--- src/rtl/pc_sequencer.sv ---
// Program-counter register and next-PC sequencer: PC+4 or branch target each cycle,
// holds through memory busywait and remembers a redirect that arrives during a stall.
module pc_sequencer #(
    parameter logic [31:0] RESET_PC    = 32'h0000_0000,
    parameter int unsigned COUNT_WIDTH = 32
) (
    input  logic                   CLK,
    input  logic                   RESET,
    input  logic                   TAKEN,
    input  logic [31:0]            TARGET,
    input  logic                   IBUSY,
    input  logic                   DBUSY,
    output logic [31:0]            PC,
    output logic [31:0]            PC_PLUS4,
    output logic                   FETCH_EN,
    output logic                   RETIRED,
    output logic                   REDIRECT,
    output logic                   ALIGN_ERR,
    output logic [COUNT_WIDTH-1:0] RETIRE_COUNT
);

    localparam int unsigned ADDR_W = 32;

    localparam logic [1:0] S_BOOT  = 2'd0;
    localparam logic [1:0] S_RUN   = 2'd1;
    localparam logic [1:0] S_STALL = 2'd2;
    localparam logic [1:0] S_PEND  = 2'd3;

    logic [1:0]             state;
    logic [1:0]             state_next;
    logic [ADDR_W-1:0]      pending;
    logic [ADDR_W-1:0]      pending_next;
    logic [ADDR_W-1:0]      pc_next;
    logic                   fetch_next;
    logic                   retired_next;
    logic                   redirect_next;
    logic                   align_next;
    logic [COUNT_WIDTH-1:0] count_next;
    logic [ADDR_W-1:0]      load_addr;
    logic                   do_commit;
    logic                   do_load;
    logic                   stall;

    assign stall    = IBUSY | DBUSY;
    assign PC_PLUS4 = PC + ADDR_W'(4);

    // Next-state and next-output decode; a commit either loads a target or steps by 4.
    always_comb begin
        state_next    = state;
        pending_next  = pending;
        pc_next       = PC;
        fetch_next    = FETCH_EN;
        retired_next  = 1'b0;
        redirect_next = 1'b0;
        align_next    = ALIGN_ERR;
        count_next    = RETIRE_COUNT;
        load_addr     = TARGET;
        do_commit     = 1'b0;
        do_load       = 1'b0;

        case (state)
            S_BOOT: begin
                fetch_next = 1'b1;
                state_next = S_RUN;
            end
            S_RUN, S_STALL: begin
                if (!stall) begin
                    do_commit  = 1'b1;
                    do_load    = TAKEN;
                    state_next = S_RUN;
                end else if (TAKEN) begin
                    pending_next = TARGET;
                    state_next   = S_PEND;
                end else begin
                    state_next = S_STALL;
                end
            end
            S_PEND: begin
                // Captured target wins over whatever is on TAKEN/TARGET at release.
                if (!stall) begin
                    do_commit  = 1'b1;
                    do_load    = 1'b1;
                    load_addr  = pending;
                    state_next = S_RUN;
                end
            end
            default: state_next = S_BOOT;
        endcase

        if (do_commit) begin
            retired_next = 1'b1;
            if (RETIRE_COUNT != {COUNT_WIDTH{1'b1}}) begin
                count_next = RETIRE_COUNT + COUNT_WIDTH'(1);
            end
            if (do_load) begin
                pc_next       = {load_addr[ADDR_W-1:2], 2'b00};
                redirect_next = 1'b1;
                if (load_addr[1:0] != 2'b00) begin
                    align_next = 1'b1;
                end
            end else begin
                pc_next = PC_PLUS4;
            end
        end
    end

    // State and output registers.
    always_ff @(posedge CLK or negedge RESET) begin
        if (!RESET) begin
            state        <= S_BOOT;
            pending      <= '0;
            PC           <= RESET_PC;
            FETCH_EN     <= 1'b0;
            RETIRED      <= 1'b0;
            REDIRECT     <= 1'b0;
            ALIGN_ERR    <= 1'b0;
            RETIRE_COUNT <= '0;
        end else begin
            state        <= state_next;
            pending      <= pending_next;
            PC           <= pc_next;
            FETCH_EN     <= fetch_next;
            RETIRED      <= retired_next;
            REDIRECT     <= redirect_next;
            ALIGN_ERR    <= align_next;
            RETIRE_COUNT <= count_next;
        end
    end

endmodule
--- config.mk ---
export PLATFORM = sky130hd
export DESIGN_NAME = pc_sequencer
export DESIGN_NICKNAME = d
export VERILOG_FILES = /design/src/rtl/pc_sequencer.sv
export SDC_FILE = /design/constraint.sdc
export NUM_CORES = 1
export LEC_CHECK = 0
export BUFFER_PORTS_ARGS = -buffer_cell sky130_fd_sc_hd__buf_2
export CAP_MARGIN = 20
export CELL_PAD_IN_SITES_DETAIL_PLACEMENT = 1
export CELL_PAD_IN_SITES_GLOBAL_PLACEMENT = 1
export CORE_ASPECT_RATIO = 1.25
export CORE_MARGIN = 5
export CORE_UTILIZATION = 37
export CTS_BUF_LIST = sky130_fd_sc_hd__clkbuf_16
export DETAILED_ROUTE_END_ITERATION = 16
export PLACE_DENSITY = 0.74
export SLEW_MARGIN = 25
export SYNTH_ARGS = -nofsm -noshare
export SYNTH_HDL_FRONTEND = slang
export SYNTH_SLANG_ARGS = --single-unit
export TNS_END_PERCENT = 1
--- constraint.sdc ---
create_clock -name CLK -period 2.1 [get_ports CLK]
set_input_delay 0.315 -clock CLK [delete_from_list [all_inputs] [get_ports CLK]]
set_output_delay 0.315 -clock CLK [all_outputs]
set_load 0.02 [all_outputs]
==> results.yml, run 1 <==
run_status:
  status: "finished, violations left"
  violations: "setup timing"
global_route:
  antenna_found_initial: 1
  grt_pass1_wl_mm: 28.7
  use_met3_pct: 3.58
  use_met2_pct: 35.7
  use_met1_pct: 25.0
  grt_max_degree: 43
  gr-total-overflow: 0
  busiest_layer: "met2"
  grt_pass1_vias: 5329
  grt_util_all_layers_pct: 20.4
synth:
  synthTopCellsByArea: "dfrtp_1, mux2_2, xnor2_1, mux2i_1, xor2_1"
  post-synth-top-count-cell: "dfrtp_1"
  ys.warnings.count: 0
  netlist.area_leader.share_pct: 45.9
  ys_ff_latch: 100
  synth_cells: 536
  synth_top_flop_cell: "dfrtp_1"
  seq_area_frac_synth_pct: 45.9
  syn_avg_cell_area_sq_um: 10.2
  synth_common_cells: "dfrtp_1, mux2_2, nand2_1, nor2_1, xnor2_1"
  ys_types: 52
  async_flop_share_pct: 100
  yosys.area.top_type: "dfrtp_1"
  syn_area_sq_um: 5450
  synth_edf_count: 0
clock_network:
  root_buffer: "clkbuf_16"
  cts_tree: "built"
  htreeDepth: 3
  clkTransAtPathRegs_ps: 70
  cts.sinks: 100
  clk_path_buf_depth: 2
  worstSkewPairLatency_ps: 360
  numCtsBuffers: 9
detailed_routing:
  wl_per_cell_microns: 19.6
  first_pass_iters: 5
  vias: 4975
  drtIter0Drc: 281
  via_per_inst: 5.47
  ant_nets: 0
  routed_wl_mm: 17.9
  route.detailed.drc: 0
die:
  ios: 137
  die_y_microns: 146
  die_x_microns: 119
  core_area_sq_um: 14400
  die_area_sq_um: 17300
  start_util_pct: 37.8
  row_count: 49
critical_path:
  cp.required_ps: 1780
  crit_type: "flip-flop to output pin"
  crit_arrival_ps: 2170
  cp_max_fo: 2
  endpoint_kind: "output pin"
  start_kind: "flip-flop"
  r2r_cells: 7
  slowest_delay_ps: 550
  cp_slowest_cell: "or4_4"
  crit_chain: "ha_4 > inv_2 > or4_4 > and4bb_4 > xor2_4 > buf_6"
timing:
  hold_viol: 0
  rsz0062_at_grt: "true"
  fin_worst_skew_ps: 9.03
  fin_ws_ps: -386
  drv_slew: 0
  fin_crit_sh_pct: 118
  final-setup-viol-count: 22
  max_freq_mhz: 402
  fin_crit_ps: 2490
layout:
  drive_gt1_share_pct: 43.5
  n_antenna_cell: 0
  fill_cells: 1646
  nNetsFinal: 768
  final_util_pct: 51.8
  area_growth_pct: 37.0
placement:
  gp_congestion: 0.824
  hpwlAfterDp_mm: 13.0
  io_buffers: 132
  place_ws_ps: -27.6
pwr:
  p_per_area_nw_per_um2: 1340
  vdd_drop_max_mv: 0.663
  finalPower_mw: 9.97
  p_leak_nw: 3.38
hold_path:
  min_path_type: "input port to flip-flop"
  min_delay_path_depth: 2
flow_run:
  max_cap_viol_count: 0
[routing by layer]
layer  routed length (microns)  vias up
met3                       874       33
met2                      9290      146
li1                          -     2301
met1                      7270     2493
met5                        13        -
met4                       407        2
[metrics by stage]
step	instances	hold WS, ps	cell area (sq um)	setup TNS, ps
floorplan	539	19.4	5560	-358
global placement	883	272	6880	-7.45
detailed placement	883	271	6880	-93.7
CTS	902	195	7330	-4970
global route	909	193	7460	-7810
finish	909	203	7460	-4650
[worst paths after layout]
path                       slack [ps]                      endpoint                  from
max                              -390                  PC_PLUS4[28]     PC[3]$_DFFE_PN0P_
min                               200        pending[8]$_DFFE_PN0P_             TARGET[8]
max reg2reg                         0  RETIRE_COUNT[25]$_DFFE_PN0P_  state[1]$_DFFE_PN0P_
min reg2reg                       470          FETCH_EN$_DFFE_PN0N_  FETCH_EN$_DFFE_PN0N_
max in group asynchronous        1110             PC[4]$_DFFE_PN0P_                 RESET
min in group asynchronous         430  RETIRE_COUNT[30]$_DFFE_PN0P_                 RESET
[cells in the final DEF (no fill, tap or decap), types with 24 or more instances in the layout]
cell type    n
nand2_1     36
nand3_1     25
xnor2_1     26
dfrtp_1     97
nor2_1      35
a21oi_1     28
mux2_2      43
buf_2      112
buf_4       81
nand4_1     24
[final cells by class]
cell class | count | area, sq um | area share [%]
repair buffers | 204 | 1340 | 17.9
well taps | 178 | 223 | 2.98
clock inverters | 7 | 70.1 | 0.939
multi-input cells | 398 | 3050 | 40.9
inverters | 13 | 52.6 | 0.704
flip-flops and latches | 100 | 2510 | 33.6
clock buffers | 9 | 225 | 3.02
[logic make-up after synthesis]
family                   Yosys count  synth area share (%)
AND/OR/NAND/NOR                  185                  17.9
flip-flops                       100                  45.9
AO/OA/AOI/OAI                     84                  9.99
multiplexers                      64                  12.7
XOR/XNOR                          56                  9.00
buffers and inverters             41                  3.24
adder cells (fa/ha/maj)            5                  1.15
other                              1                0.0688
[report_power, final]
group / switching, mW / total [mW] / leakage (nW) / internal (mW)
sequential: 0.476 / 3.08 / 1.19 / 2.60
clock: 0.776 / 1.70 / 0.139 / 0.920
combinational: 2.96 / 5.20 / 2.05 / 2.23
total: 4.22 / 9.97 / 3.38 / 5.76
[registers in the layout, indices dropped and copies added, names as in the netlist]
register / cells
PC: 30
state: 2
RETIRED: 1
pending: 32
REDIRECT: 1
RETIRE_COUNT: 32
ALIGN_ERR: 1
FETCH_EN: 1
[worst max-delay path: cells and delay by family, from the launching register on]
kind,cells,cell delay (ps)
AND/OR/NAND/NOR,2,960
XOR/XNOR,1,150
adder cells (fa/ha/maj),1,150
flip-flops,1,390
buffers and inverters,2,170
[repair_timing]
item	CTS	global route
resized for setup	40	19
hold buffers	1	0
setup endpoints to repair	31	54
hold endpoints to repair	25	0
pin swaps	17	4
buffers inserted	2	7
(Power assumes the default switching activity.)
==> inputs of run 2 (changes only) <==
ABC_AREA = 1   (was unset)
CORE_UTILIZATION = 35   (was 37)
==> run 2 against run 1 <==
The run still ends with setup timing left. Utilization fell by 7.4 points. Combinational power fell by 23%. Non-clock buffer count fell by 44. Synthesized cell count rose by 68%. Critical path type unchanged. Largest cell class unchanged. Count of clock-buffer cells in the layout did not move.
==> results.yml, run 2 <==
layout:
  final_cell_mix: "nand2_1, buf_2, inv_1"
  stdcell_count: 1273
  n_antenna_cell: 0
  fill_cells: 2282
  nNetsFinal: 1086
  final_util_pct: 44.4
  top_regs: "RETIRE_COUNT x32, pending x32, PC x30"
  area_growth_pct: 25.7
  drive_gt1_share_pct: 22.4
  final_common_cell: "nand2_1"
timing:
  drv_slew: 0
  fin_worst_skew_ps: 10.2
  max_freq_mhz: 454
  fin_crit_sh_pct: 105
  tightest_slew_ps: 516
  holdWs_ps: 228
  final.setup.tns_ps: -693
  hold_viol: 0
  rsz0062_at_grt: "true"
  final-setup-viol-count: 12
  fin_crit_ps: 2200
  maxSlewHeadroom_pct: 65.6
  fin_ws_ps: -103
synth:
  synth_common_cells: "nand2_1, dfrtp_1, inv_1, nor2_1, o21ai_0"
  synthTopCellsByArea: "dfrtp_1, nand2_1, inv_1, nor2_1, o21ai_0"
  async_flop_share_pct: 100
  syn_avg_cell_area_sq_um: 6.82
  synth_edf_count: 0
  ys.warnings.count: 0
  syn_area_sq_um: 6130
  post-synth-top-count-cell: "nand2_1"
  netlist.area_leader.share_pct: 40.8
  synth_top_flop_cell: "dfrtp_1"
  yosys.area.top_type: "dfrtp_1"
  synth_cells: 899
  ys_ff_latch: 100
  ys_types: 31
  seq_area_frac_synth_pct: 40.8
global_route:
  antenna_found_initial: 0
  gr-total-overflow: 0
  grt_pass1_wl_mm: 32.7
  grt_pass1_vias: 6408
  grt_max_degree: 49
  grt_util_all_layers_pct: 20.5
critical_path:
  endpoint: "PC_PLUS4[22]"
  crit_type: "flip-flop to output pin"
  r2r_cells: 11
  worstReg2RegStart: "state[1]$_DFFE_PN0P_"
  crit_top_cell: "nand2_1"
  crit_chain: "ha_2 > nand2_2 > nor2_4 > nand2_4 > nor2_4 > nand2_1 > nand2_1 > nand2_1 > buf_2"
  cp_slowest_cell: "dfrtp_1"
  crit_arrival_ps: 1890
  slowest_delay_ps: 390
  endpoint_kind: "output pin"
  worst-r2r-setup-slack_ps: 170
  worstReg2RegEnd: "PC[8]$_DFFE_PN0P_"
  cp.required_ps: 1780
  cp_max_fo: 5
  start_kind: "flip-flop"
  setup.worst_path.start: "PC[2]$_DFFE_PN0P_"
pwr:
  internal_power_mw: 4.92
  swShare_pct: 45.1
  pwr-share-clk_pct: 19.4
  p_per_area_nw_per_um2: 1160
  combPwrFrac_pct: 45.0
  switching_power_mw: 4.05
  vdd_drop_max_mv: 0.388
  seq_power_share_pct: 35.6
  p_leak_nw: 4.01
detailed_routing:
  via_per_inst: 4.81
  vias: 6118
  wl_met1_mm: 8.57
  wl_per_cell_microns: 15.9
  routed_wl_mm: 20.3
  highest_layer: "met4"
  wl_met2_mm: 10.6
  dr_wl_met3_microns: 766
  drtIter0Drc: 218
  route.detailed.drc: 0
  ant_nets: 0
  first_pass_iters: 4
clock_network:
  numCtsBuffers: 9
  clkTransAtPathRegs_ps: 80
  clk_path_buf_depth: 2
  cts.sinks: 100
  worstSkewPairLatency_ps: 360
  htreeDepth: 3
  root_buffer: "clkbuf_16"
  cts_tree: "built"
die:
  ios: 137
  core_area_sq_um: 17400
  die_x_microns: 128
  die_y_microns: 158
  die_area_sq_um: 20300
  row_count: 54
  start_util_pct: 35.3
placement:
  hpwlAfterDp_mm: 15.8
  io_buffers: 132
  gp_congestion: 0.898
  dp.cells: 1250
hold_path:
  min_path_type: "input port to flip-flop"
run_status:
  violations: "setup timing"
  status: "finished, violations left"
flow_run:
  max_cap_viol_count: 0
[run 2: cell types whose count changed after synthesis, moves of 10 or more]
| cell | change |
|---|---|
| mux2i_1 | -21 |
| nand3b_1 | +14 |
| nand2_1 | +334 |
| nor2_1 | +51 |
| inv_1 | +88 |
| nand4_1 | -21 |
| o211ai_1 | +13 |
| a21oi_1 | -21 |
| xnor2_1 | -26 |
| a22oi_1 | +14 |
| mux2_2 | -43 |
| o21ai_0 | +41 |
| nor3_1 | -10 |
[run 2: logic make-up (layout without fill, tap and decap cells)]
family	count (synthesis)	in the layout	synth area share, %
other cells	1	4	0.0611
buf+inv	131	278	8.89
fa+ha+maj	5	5	1.02
flops	100	100	40.8
simple gates	537	537	35.8
compound gates	96	96	9.26
xor+xnor	29	29	4.14
[run 2: metrics by stage]
stage | power (mW) | setup WS (ps) | area (sq um)
after global routing | 9.65 | -229 | 7710
after detailed placement | 7.04 | -60.4 | 7180
after CTS | 9.01 | -121 | 7660
after floorplan | 5.56 | 163 | 6140
after global placement | 6.92 | -74.0 | 7180
final | 8.96 | -103 | 7710
[run 2: worst min-delay path by stage]
stage / from / end / slack [ps] / cells after the start
5_1_grt: TARGET[22] / pending[22]$_DFFE_PN0P_ / 230 / 3
4_1_cts: TARGET[22] / pending[22]$_DFFE_PN0P_ / 220 / 3
2_1_floorplan: RESET / ALIGN_ERR$_DFFE_PN0P_ / 20 / 0
3_5_place_dp: RESET / PC[22]$_DFFE_PN0P_ / 320 / 1
6_report: TARGET[22] / pending[22]$_DFFE_PN0P_ / 230 / 3
3_3_place_gp: RESET / PC[22]$_DFFE_PN0P_ / 320 / 1
[run 2: power by group through the flow]
stage	combinational [mW]	clock, mW	sequential [mW]
3_3_place_gp	3.76	0	3.16
3_5_place_dp	3.85	0	3.19
6_report	4.03	1.74	3.19
4_1_cts	4.04	1.79	3.18
5_1_grt	4.50	1.87	3.28
2_1_floorplan	2.16	0	3.41
[run 2: repair_timing]
action,4_1_cts,5_1_grt
pin swaps,7,5
hold buffers,1,0
resized for setup,42,16
buffers inserted,4,2
endpoints found under the setup margin,22,51
hold endpoints to repair,33,0
[run 2: area by class of cell]
class                   count  area (sq um)  share of cell area (%)
well taps                 224           280                    3.63
repair buffers            160           998                    12.9
multi-input cells         671          3230                    41.8
clock inverters             7          76.3                   0.990
inverters                 102           385                    5.00
clock buffers               9           225                    2.92
flip-flops and latches    100          2520                    32.7
[run 2: critical path: cells and delay by family, from the launching register on]
| family | cells | cell delay [ps] |
|---|---|---|
| adder cells (fa/ha/maj) | 1 | 200 |
| flip-flops | 1 | 390 |
| buffers and inverters | 1 | 150 |
| AND/OR/NAND/NOR | 7 | 780 |
[run 2: metal layers]
metal	GRT usage, %	vias up
met4	6.37	0
met3	3.07	23
li1	-	3081
met2	37.7	120
met5	0	-
met1	24.5	2894
